**config.mk**
```make
export PLATFORM = sky130hd
export DESIGN_NAME = scan_sram_sequencer
export DESIGN_NICKNAME = d
export VERILOG_FILES = /design/src/rtl/scan_sram_sequencer.sv
export SDC_FILE = /design/constraint.sdc
export NUM_CORES = 1
export LEC_CHECK = 0
export ABC_CLOCK_PERIOD_IN_PS = 1700
export CAP_MARGIN = 20
export CORE_ASPECT_RATIO = 1.5
export CORE_MARGIN = 8
export CORE_UTILIZATION = 48
export CTS_CLUSTER_SIZE = 12
export DETAILED_ROUTE_END_ITERATION = 10
export PLACE_DENSITY = 0.76
export SETUP_SLACK_MARGIN = 0.4
export SLEW_MARGIN = 20
export SYNTH_ARGS = -nofsm -noshare
export SYNTH_HDL_FRONTEND = slang
export SYNTH_SLANG_ARGS = --single-unit
```
**constraint.sdc**
```tcl
create_clock -name clk -period 1.7 [get_ports clk]
set_input_delay 0.34 -clock clk [delete_from_list [all_inputs] [get_ports clk]]
set_output_delay 0.34 -clock clk [all_outputs]
set_load 0.005 [all_outputs]
```
**src/rtl/scan_sram_sequencer.sv**
```systemverilog
// Front-end for the two-phase scan chain and SRAM macro. One command becomes a scan load,
// one SRAM access and, for reads, a capture plus serial unload. It also generates sclka/sclkb.
module scan_sram_sequencer #(
  parameter int unsigned ADDR_WIDTH  = 4,
  parameter int unsigned DATA_WIDTH  = 32,
  parameter int unsigned WMASK_WIDTH = 4,
  parameter int unsigned PH_CYC      = 2,
  parameter int unsigned GAP_CYC     = 1
) (
  input  logic                   clk,
  input  logic                   rst_n,
  input  logic                   cmd_valid,
  output logic                   cmd_ready,
  input  logic                   cmd_write,
  input  logic [ADDR_WIDTH-1:0]  cmd_addr,
  input  logic [DATA_WIDTH-1:0]  cmd_wdata,
  input  logic [WMASK_WIDTH-1:0] cmd_wmask,
  output logic                   rsp_valid,
  input  logic                   rsp_ready,
  output logic [DATA_WIDTH-1:0]  rsp_rdata,
  output logic                   sclka,
  output logic                   sclkb,
  output logic                   scan_in,
  output logic                   scan_enable,
  output logic                   scan_mode,
  output logic                   csb,
  output logic                   web,
  output logic [WMASK_WIDTH-1:0] wmask,
  input  logic                   scan_out
);

  localparam int unsigned W    = ADDR_WIDTH + 2 * DATA_WIDTH;
  localparam int unsigned T    = 2 * (PH_CYC + GAP_CYC);
  localparam int unsigned PhW  = $clog2(T);
  localparam int unsigned CntW = $clog2(W + 1);

  // Tick layout: pos 0 gap (outputs update here), A, gap, B, remaining GAP_CYC-1 gap cycles.
  localparam logic [PhW-1:0]  PhLast  = PhW'(T - 1);
  localparam logic [PhW-1:0]  AFirst  = PhW'(1);
  localparam logic [PhW-1:0]  ALast   = PhW'(PH_CYC);
  localparam logic [PhW-1:0]  BFirst  = PhW'(PH_CYC + GAP_CYC + 1);
  localparam logic [PhW-1:0]  BLast   = PhW'(2 * PH_CYC + GAP_CYC);
  localparam logic [CntW-1:0] CntLast = CntW'(W);

  typedef enum logic [2:0] {
    StIdle,
    StLoad,
    StAccess,
    StCapture,
    StUnload,
    StResp
  } state_e;

  state_e                 state_q;
  logic [PhW-1:0]         ph_q;
  logic [PhW-1:0]         ph_nxt;
  logic [CntW-1:0]        cnt_q;
  logic [W-1:0]           sr_q;
  logic [W-1:0]           sr_rot;
  logic [DATA_WIDTH-1:0]  rdata_shift;
  logic                   write_q;
  logic [WMASK_WIDTH-1:0] wmask_q;
  logic                   active;
  logic                   wrap;

  assign scan_mode = 1'b1;

  always_comb begin
    active      = (state_q != StIdle) && (state_q != StResp);
    wrap        = (ph_q == PhLast);
    ph_nxt      = wrap ? '0 : ph_q + 1'b1;
    // Rotating keeps V intact for the re-shift during unload.
    sr_rot      = {sr_q[W-2:0], sr_q[W-1]};
    rdata_shift = {rsp_rdata[DATA_WIDTH-2:0], scan_out};
  end

  always_ff @(posedge clk or negedge rst_n) begin
    if (!rst_n) begin
      state_q     <= StIdle;
      ph_q        <= '0;
      cnt_q       <= '0;
      sr_q        <= '0;
      write_q     <= 1'b0;
      wmask_q     <= '0;
      cmd_ready   <= 1'b1;
      rsp_valid   <= 1'b0;
      rsp_rdata   <= '0;
      sclka       <= 1'b0;
      sclkb       <= 1'b0;
      scan_in     <= 1'b0;
      scan_enable <= 1'b0;
      csb         <= 1'b1;
      web         <= 1'b1;
      wmask       <= '0;
    end else begin
      sclka <= active && (ph_nxt >= AFirst) && (ph_nxt <= ALast);
      sclkb <= active && (ph_nxt >= BFirst) && (ph_nxt <= BLast);
      if (active) ph_q <= ph_nxt;

      unique case (state_q)
        StIdle: begin
          if (cmd_valid) begin
            state_q   <= StLoad;
            cmd_ready <= 1'b0;
            sr_q      <= {cmd_addr, cmd_wdata, {DATA_WIDTH{1'b0}}};
            write_q   <= cmd_write;
            wmask_q   <= cmd_wmask;
            cnt_q     <= '0;
            // One settle cycle before the first tick's update slot.
            ph_q      <= PhLast;
          end
        end

        StLoad, StUnload: begin
          if (wrap) begin
            if (cnt_q == CntLast) begin
              scan_enable <= 1'b0;
              scan_in     <= 1'b0;
              if (state_q == StLoad) begin
                state_q <= StAccess;
                csb     <= 1'b0;
                web     <= ~write_q;
                wmask   <= write_q ? wmask_q : '0;
              end else begin
                state_q   <= StResp;
                rsp_valid <= 1'b1;
              end
            end else begin
              scan_enable <= 1'b1;
              scan_in     <= sr_q[W-1];
              sr_q        <= sr_rot;
              cnt_q       <= cnt_q + 1'b1;
              if (state_q == StUnload) rsp_rdata <= rdata_shift;
            end
          end
        end

        StAccess: begin
          if (wrap) begin
            csb   <= 1'b1;
            web   <= 1'b1;
            wmask <= '0;
            if (write_q) begin
              state_q   <= StIdle;
              cmd_ready <= 1'b1;
            end else begin
              state_q <= StCapture;
            end
          end
        end

        StCapture: begin
          // This slot precedes the first unload A rise, so it takes the first scan_out sample.
          if (wrap) begin
            state_q     <= StUnload;
            cnt_q       <= CntW'(1);
            scan_enable <= 1'b1;
            scan_in     <= sr_q[W-1];
            sr_q        <= sr_rot;
            rsp_rdata   <= rdata_shift;
          end
        end

        StResp: begin
          if (rsp_ready) begin
            state_q   <= StIdle;
            rsp_valid <= 1'b0;
            cmd_ready <= 1'b1;
          end
        end

        default: state_q <= StIdle;
      endcase
    end
  end

endmodule

```
# --- Yosys cells after proc, flatten, opt, wreduce, memory -nomap -nowiden ---
# Cells that the tools add are included.
totals:
  word_cells: 123
  inputBits: 46
  regBits: 130
  output_inout_bits: 45
op_classes:
  add_sub_neg: 2
  n_mux: 60
  n_reduce_logical: 21
  order_cmp: 4
  bitwise: 1
  eq_ne: 19
op_table:
  columns: ["op", "n"]
  rows:
  - ["$mux 68", 4]
  - ["$pmux 68 s3", 1]
  - ["$mux 32", 4]
  - ["$pmux 32 s2", 1]
  - ["$mux 3", 11]
  - ["$mux 7", 4]
  - ["$reduce_and 5->1", 5]
  - ["$ne 2x2->1 const B", 11]
  - ["$pmux 7 s3", 1]
  - ["$mux 1", 20]
  - ["$mux 4", 5]
  - ["$pmux 3 s5", 1]
  - ["$pmux 1 s2", 5]
  - ["$eq 3x3->1 const B", 3]
  - ["$reduce_bool 3->1", 3]
  - ["$pmux 4 s2", 1]
  - ["$add 7x1->7 const B", 1]
  - ["$eq 7x7->1 const B", 1]
  - ["$eq 3x2->1 const B", 2]
  - ["$reduce_and 6->1", 1]
  - ["$reduce_bool 2->1", 3]
  - ["$logic_and 1x1->1", 5]
  - ["$add 3x1->3 const B", 1]
  - ["$eq 3x1->1 const B", 1]
  - ["other kinds (12)", 12]

# --- Longest topological paths before layout ---
logic_depth:
  depth_word: 5
  mapped_depth: 9
  depth_no_buf: 7

# --- Worst setup path after synthesis ---
# Ideal clock, no wire load.
synth_timing:
  path_kind: "flip-flop to flip-flop"
  start: "register cnt_q[0]"
  end: "register sr_q[58]"
  arrival_ns: 1.751
  stages_incl_launch_ff: 9
  synth_period_minus_slack_ns: 1.881
  setup_time_ns: 0.130
  path_slack_ns: -0.181
  path_buffers: 2
  t_required_ns: 1.570
  path_cell_list: "dfrtp_1 -> inv_1 -> ha_1 -> and3b_1 -> a211oi_2 -> a311o_1 -> buf_2 -> buf_2 -> a31oi_1"
synth_via:
  elab_chain_cells: 3
synth_rtl:
  columns: ["element", "line", "rtl"]
  rows:
  - ["start: declaration", "57", "logic [CntW-1:0] cnt_q;"]
  - ["start signal: assignment", "132", "cnt_q <= cnt_q + 1'b1;"]
  - ["start signal: assignment", "156", "cnt_q <= CntW'(1);"]
  - ["$eq 7x7->1", "116", "if (cnt_q == CntLast) begin"]
  - ["$ne 2x2->1 (no line)", null, null]
  - ["$reduce_and 5->1 (no line)", null, null]
  - ["end signal: assignment", "105", "sr_q <= {cmd_addr, cmd_wdata, {DATA_WIDTH{1'b0}}};"]
  - ["end signal: assignment", "131", "sr_q <= sr_rot;"]
  - ["end signal: assignment", "159", "sr_q <= sr_rot;"]
  - ["end: declaration", "58", "logic [W-1:0] sr_q;"]
# No other way between the ends.
# A chain may end at the register's enable or synchronous reset.

# --- Worst setup path after layout ---
layout_timing:
  start: "register cnt_q[5]"
  end: "register sr_q[43]"
# The elaborated chain is that of the path after synthesis.

==> flow_metrics.env <==
export IMPL_track_usage_pct=19.3
export IMPL_synth_fp_nets=617
export IMPL_power_density_cell_area_mw_per_mm2=1780
export IMPL_final_setup_skew_ns=0.0115
export IMPL_n_antenna_cell=0
export IMPL_initial_utilization_pct=49.2
export IMPL_crit_path_start_kind="flop"
export IMPL_tritoncts="done"
export IMPL_clk_transition_reported_paths_ns=0.06
export IMPL_intPower_mw=9.15
export IMPL_power_switching_fraction_pct=38.9
export IMPL_criticalPathCategory="flop to flop"
export IMPL_max_cap_violations=0
export IMPL_layout_area_overhead_vs_synth_pct=48.4
export IMPL_post_route_period_util_pct=118
export IMPL_power_mw=15.0
export IMPL_syn_mean_instance_area_um2=9.97
export IMPL_num_fill_cells=767
export IMPL_cts_htree_levels=4
export IMPL_cts_path_max_buffers=2
export IMPL_hold_path_class="input pin to async pin"
export IMPL_r2r_cells=7
export IMPL_first_global_vias=5143
export IMPL_place_congestion=0.852
export IMPL_grt_start_max_net_pins=51
export IMPL_post_synth_top_area_cell="dfrtp_1"
export IMPL_setup_repair_after_global_routing_missed_its_margin="true"
export IMPL_synth_commonest_cells="153 x nand2_1, 127 x dfrtp_1, 47 x nor2_1, 39 x a31oi_1"
export IMPL_timing_reg2reg_setup_slack_ns=-0.30
export IMPL_row_count=48
export IMPL_dr_pass1_iters=4
export IMPL_clock_power_share_pct=22.7
export IMPL_final_setup_worst_slack_ns=-0.305
export IMPL_synth_flop_cell="dfrtp_1"
export IMPL_critPathArrivalTime_ns=2.29
export IMPL_met2WireLength_um=8740
export IMPL_detail_route_iter0_violations=224
export IMPL_violations="negative setup slack"
export IMPL_pin_count=91
export IMPL_setup_tns_ns=-25.97
export IMPL_leakage_nw=4.09
export IMPL_timing_final_max_slew_violations=0
export IMPL_critPathRequiredTime_ns=1.99
export IMPL_min_period_ns=2.00
export IMPL_p_comb_share_pct=47.7
export IMPL_die_height_um=149
export IMPL_num_nets_final=792
export IMPL_power_ir_vdd_worst_uv=1210
export IMPL_wire_length_of_the_first_global_routing_pass_um=24400
export IMPL_die_area_mm2=0.0156
export IMPL_buffer_ports_inserted=89
export IMPL_avgRoutedWirePerCell_um=17.5
export IMPL_clock_insertion_delay_at_the_later_pin_of_the_skew_report_ns=0.42
export IMPL_globalRoute_totalOverflow=0
export IMPL_synthCells=569
export IMPL_holdWs_ns=0.385
export IMPL_num_vias=4879
export IMPL_regArea_mm2=0.00326
export IMPL_rr_endpoint="sr_q[43]$_DFFE_PN0P_"
export IMPL_core_region_area_mm2=0.0115
export IMPL_detailed_place_hpwl_um=9530
export IMPL_synth_top_area_share_pct=56.0
export IMPL_wirelength_met1_um=5620
export IMPL_synth_edff_count=0
export IMPL_async_reset_ff_share_pct=100
export IMPL_finalSetupViolCount=116
export IMPL_multi_input_area_mm2=0.00254
export IMPL_yosys_warnings=0
export IMPL_ffs_latches_synth=130
export IMPL_antenna_found_initial=0
export IMPL_synthMostInstantiatedCell="nand2_1"
export IMPL_synthDistinctLibCells=50
export IMPL_clk_root_buffer_cell="clkbuf_16"
export IMPL_clock_sink_count=130
export IMPL_detail_route_antenna_nets=0
export IMPL_top_achievable_clock_speed_ghz=0.499
export IMPL_drt_wl_total_um=15900
export IMPL_run_status="finished with violations"
export IMPL_met3WireLength_um=1090
export IMPL_timing_critical_path_to_type="flop"
export IMPL_seq_power_share_pct=29.6
export IMPL_cts_bufs_inserted=17
export IMPL_final_core_utilization_pct=73.0
export IMPL_drive_gt1_share_pct=38.8
export IMPL_critical_path_reg2reg_startpoint="cnt_q[5]$_DFFE_PN0P_"
export IMPL_drc=0
export IMPL_synthesis_area_mm2=0.00567
export IMPL_final_hold_viol_count=0
export IMPL_netSwitchingPower_mw=5.82
export IMPL_avgViaCountPerCell=5.38
export IMPL_worst_path_max_fanout=35
export IMPL_sequential_cell_area_fraction_in_the_yosys_report_pct=57.4
export IMPL_synth_top_cells_by_area="dfrtp_1 56%, nand2_1 10%, mux2_2 7.3%"
export IMPL_maxUsedRoutingLayer="met4"
export IMPL_floorplan_die_width_um=105
## through the flow
stage | cells | setup WS [ns] | area, µm²
3_5_place_dp | 824 | -0.322 | 7360
4_1_cts | 882 | -0.244 | 8010
2_1_floorplan | 569 | -0.144 | 6000
5_1_grt | 907 | -0.361 | 8420
6_report | 907 | -0.305 | 8420
3_3_place_gp | 824 | -0.228 | 7360
## registers in the layout, indices dropped and copies added, names as in the netlist, 3 cells and up
signal and count:
wmask 4, wmask_q 4, state_q 3, cnt_q 7, rsp_rdata 32, ph_q 3, sr_q 68
## cell usage in the layout (no fill, tap or decap), types with 6 or more instances in the layout
master             n
nand3_2           29
mux2_2            32
clkdlybuf4s50_1   44
nor2_2            13
o21ai_0            9
clkbuf_16         20
buf_4             65
dfrtp_1          127
mux2i_1            6
buf_2             41
nand2_1          149
buf_12            15
inv_1              9
nand3_1            9
buf_6             22
a31oi_1           38
nor2_1            35
## worst max-delay path: stages (launching register included)
cell	delay (ns)
dfrtp_1	0.41
nor4b_4	0.36
buf_4	0.18
a211oi_2	0.08
a311o_2	0.43
buf_12	0.22
nor2_1	0.12
a31oi_1	0.06
## worst max-delay path by stage
stage / from / to / slack [ns] / cells after the start
after floorplan: cnt_q[5]$_DFFE_PN0P_ / csb$_DFFE_PN1P_ / -0.14 / 6
after global placement: cnt_q[5]$_DFFE_PN0P_ / csb$_DFFE_PN1P_ / -0.23 / 5
after detailed placement: cnt_q[5]$_DFFE_PN0P_ / wmask[2]$_DFFE_PN0P_ / -0.32 / 5
after CTS: cnt_q[3]$_DFFE_PN0P_ / sr_q[37]$_DFFE_PN0P_ / -0.24 / 7
after global routing: cnt_q[5]$_DFFE_PN0P_ / wmask[1]$_DFFE_PN0P_ / -0.36 / 5
final: cnt_q[5]$_DFFE_PN0P_ / sr_q[43]$_DFFE_PN0P_ / -0.30 / 7
## final cells by class
cell class | instances | area share [%]
timing repair buffer | 195 | 22.0
clock buffer | 18 | 5.10
inverter | 9 | 0.401
tap | 150 | 2.23
multi-input combinational | 391 | 30.1
clock inverter | 14 | 1.44
sequential | 130 | 38.7
## power by group through the flow
stage | logic (mW) | registers (mW) | clock network, mW
after global routing | 7.70 | 4.51 | 3.57
after detailed placement | 6.07 | 4.43 | 0
after floorplan | 4.12 | 4.32 | 0
final | 7.14 | 4.44 | 3.40
after CTS | 6.26 | 4.39 | 3.42
after global placement | 5.89 | 4.38 | 0
## cell families after synthesis
| kind of cell | share of synthesized area [%] |
|---|---|
| and+or+nand+nor | 20.4 |
| DFF | 57.4 |
| AOI/OAI and AO/OA | 8.91 |
| buffers and inverters | 4.17 |
| muxes | 8.40 |
| adders and majority gates | 0.441 |
| other | 0.0661 |
| xor gates and xnor gates | 0.154 |
## timing repair
action | 4_1_cts | 5_1_grt
setup endpoints to repair | 170 | 162
hold buffers | 1 | 0
buffers inserted | 23 | 22
gates cloned | 2 | 3
resized for setup | 201 | 41
hold endpoints to repair | 22 | 0
pin swaps | 13 | 7
## metal layers
layer  track usage, %  up-vias
met5                0        -
met3             6.75       47
met4             7.89        0
met2             35.4      160
li1                 -     2276
met1             19.4     2396
Power figures use the tool's default switching activity.
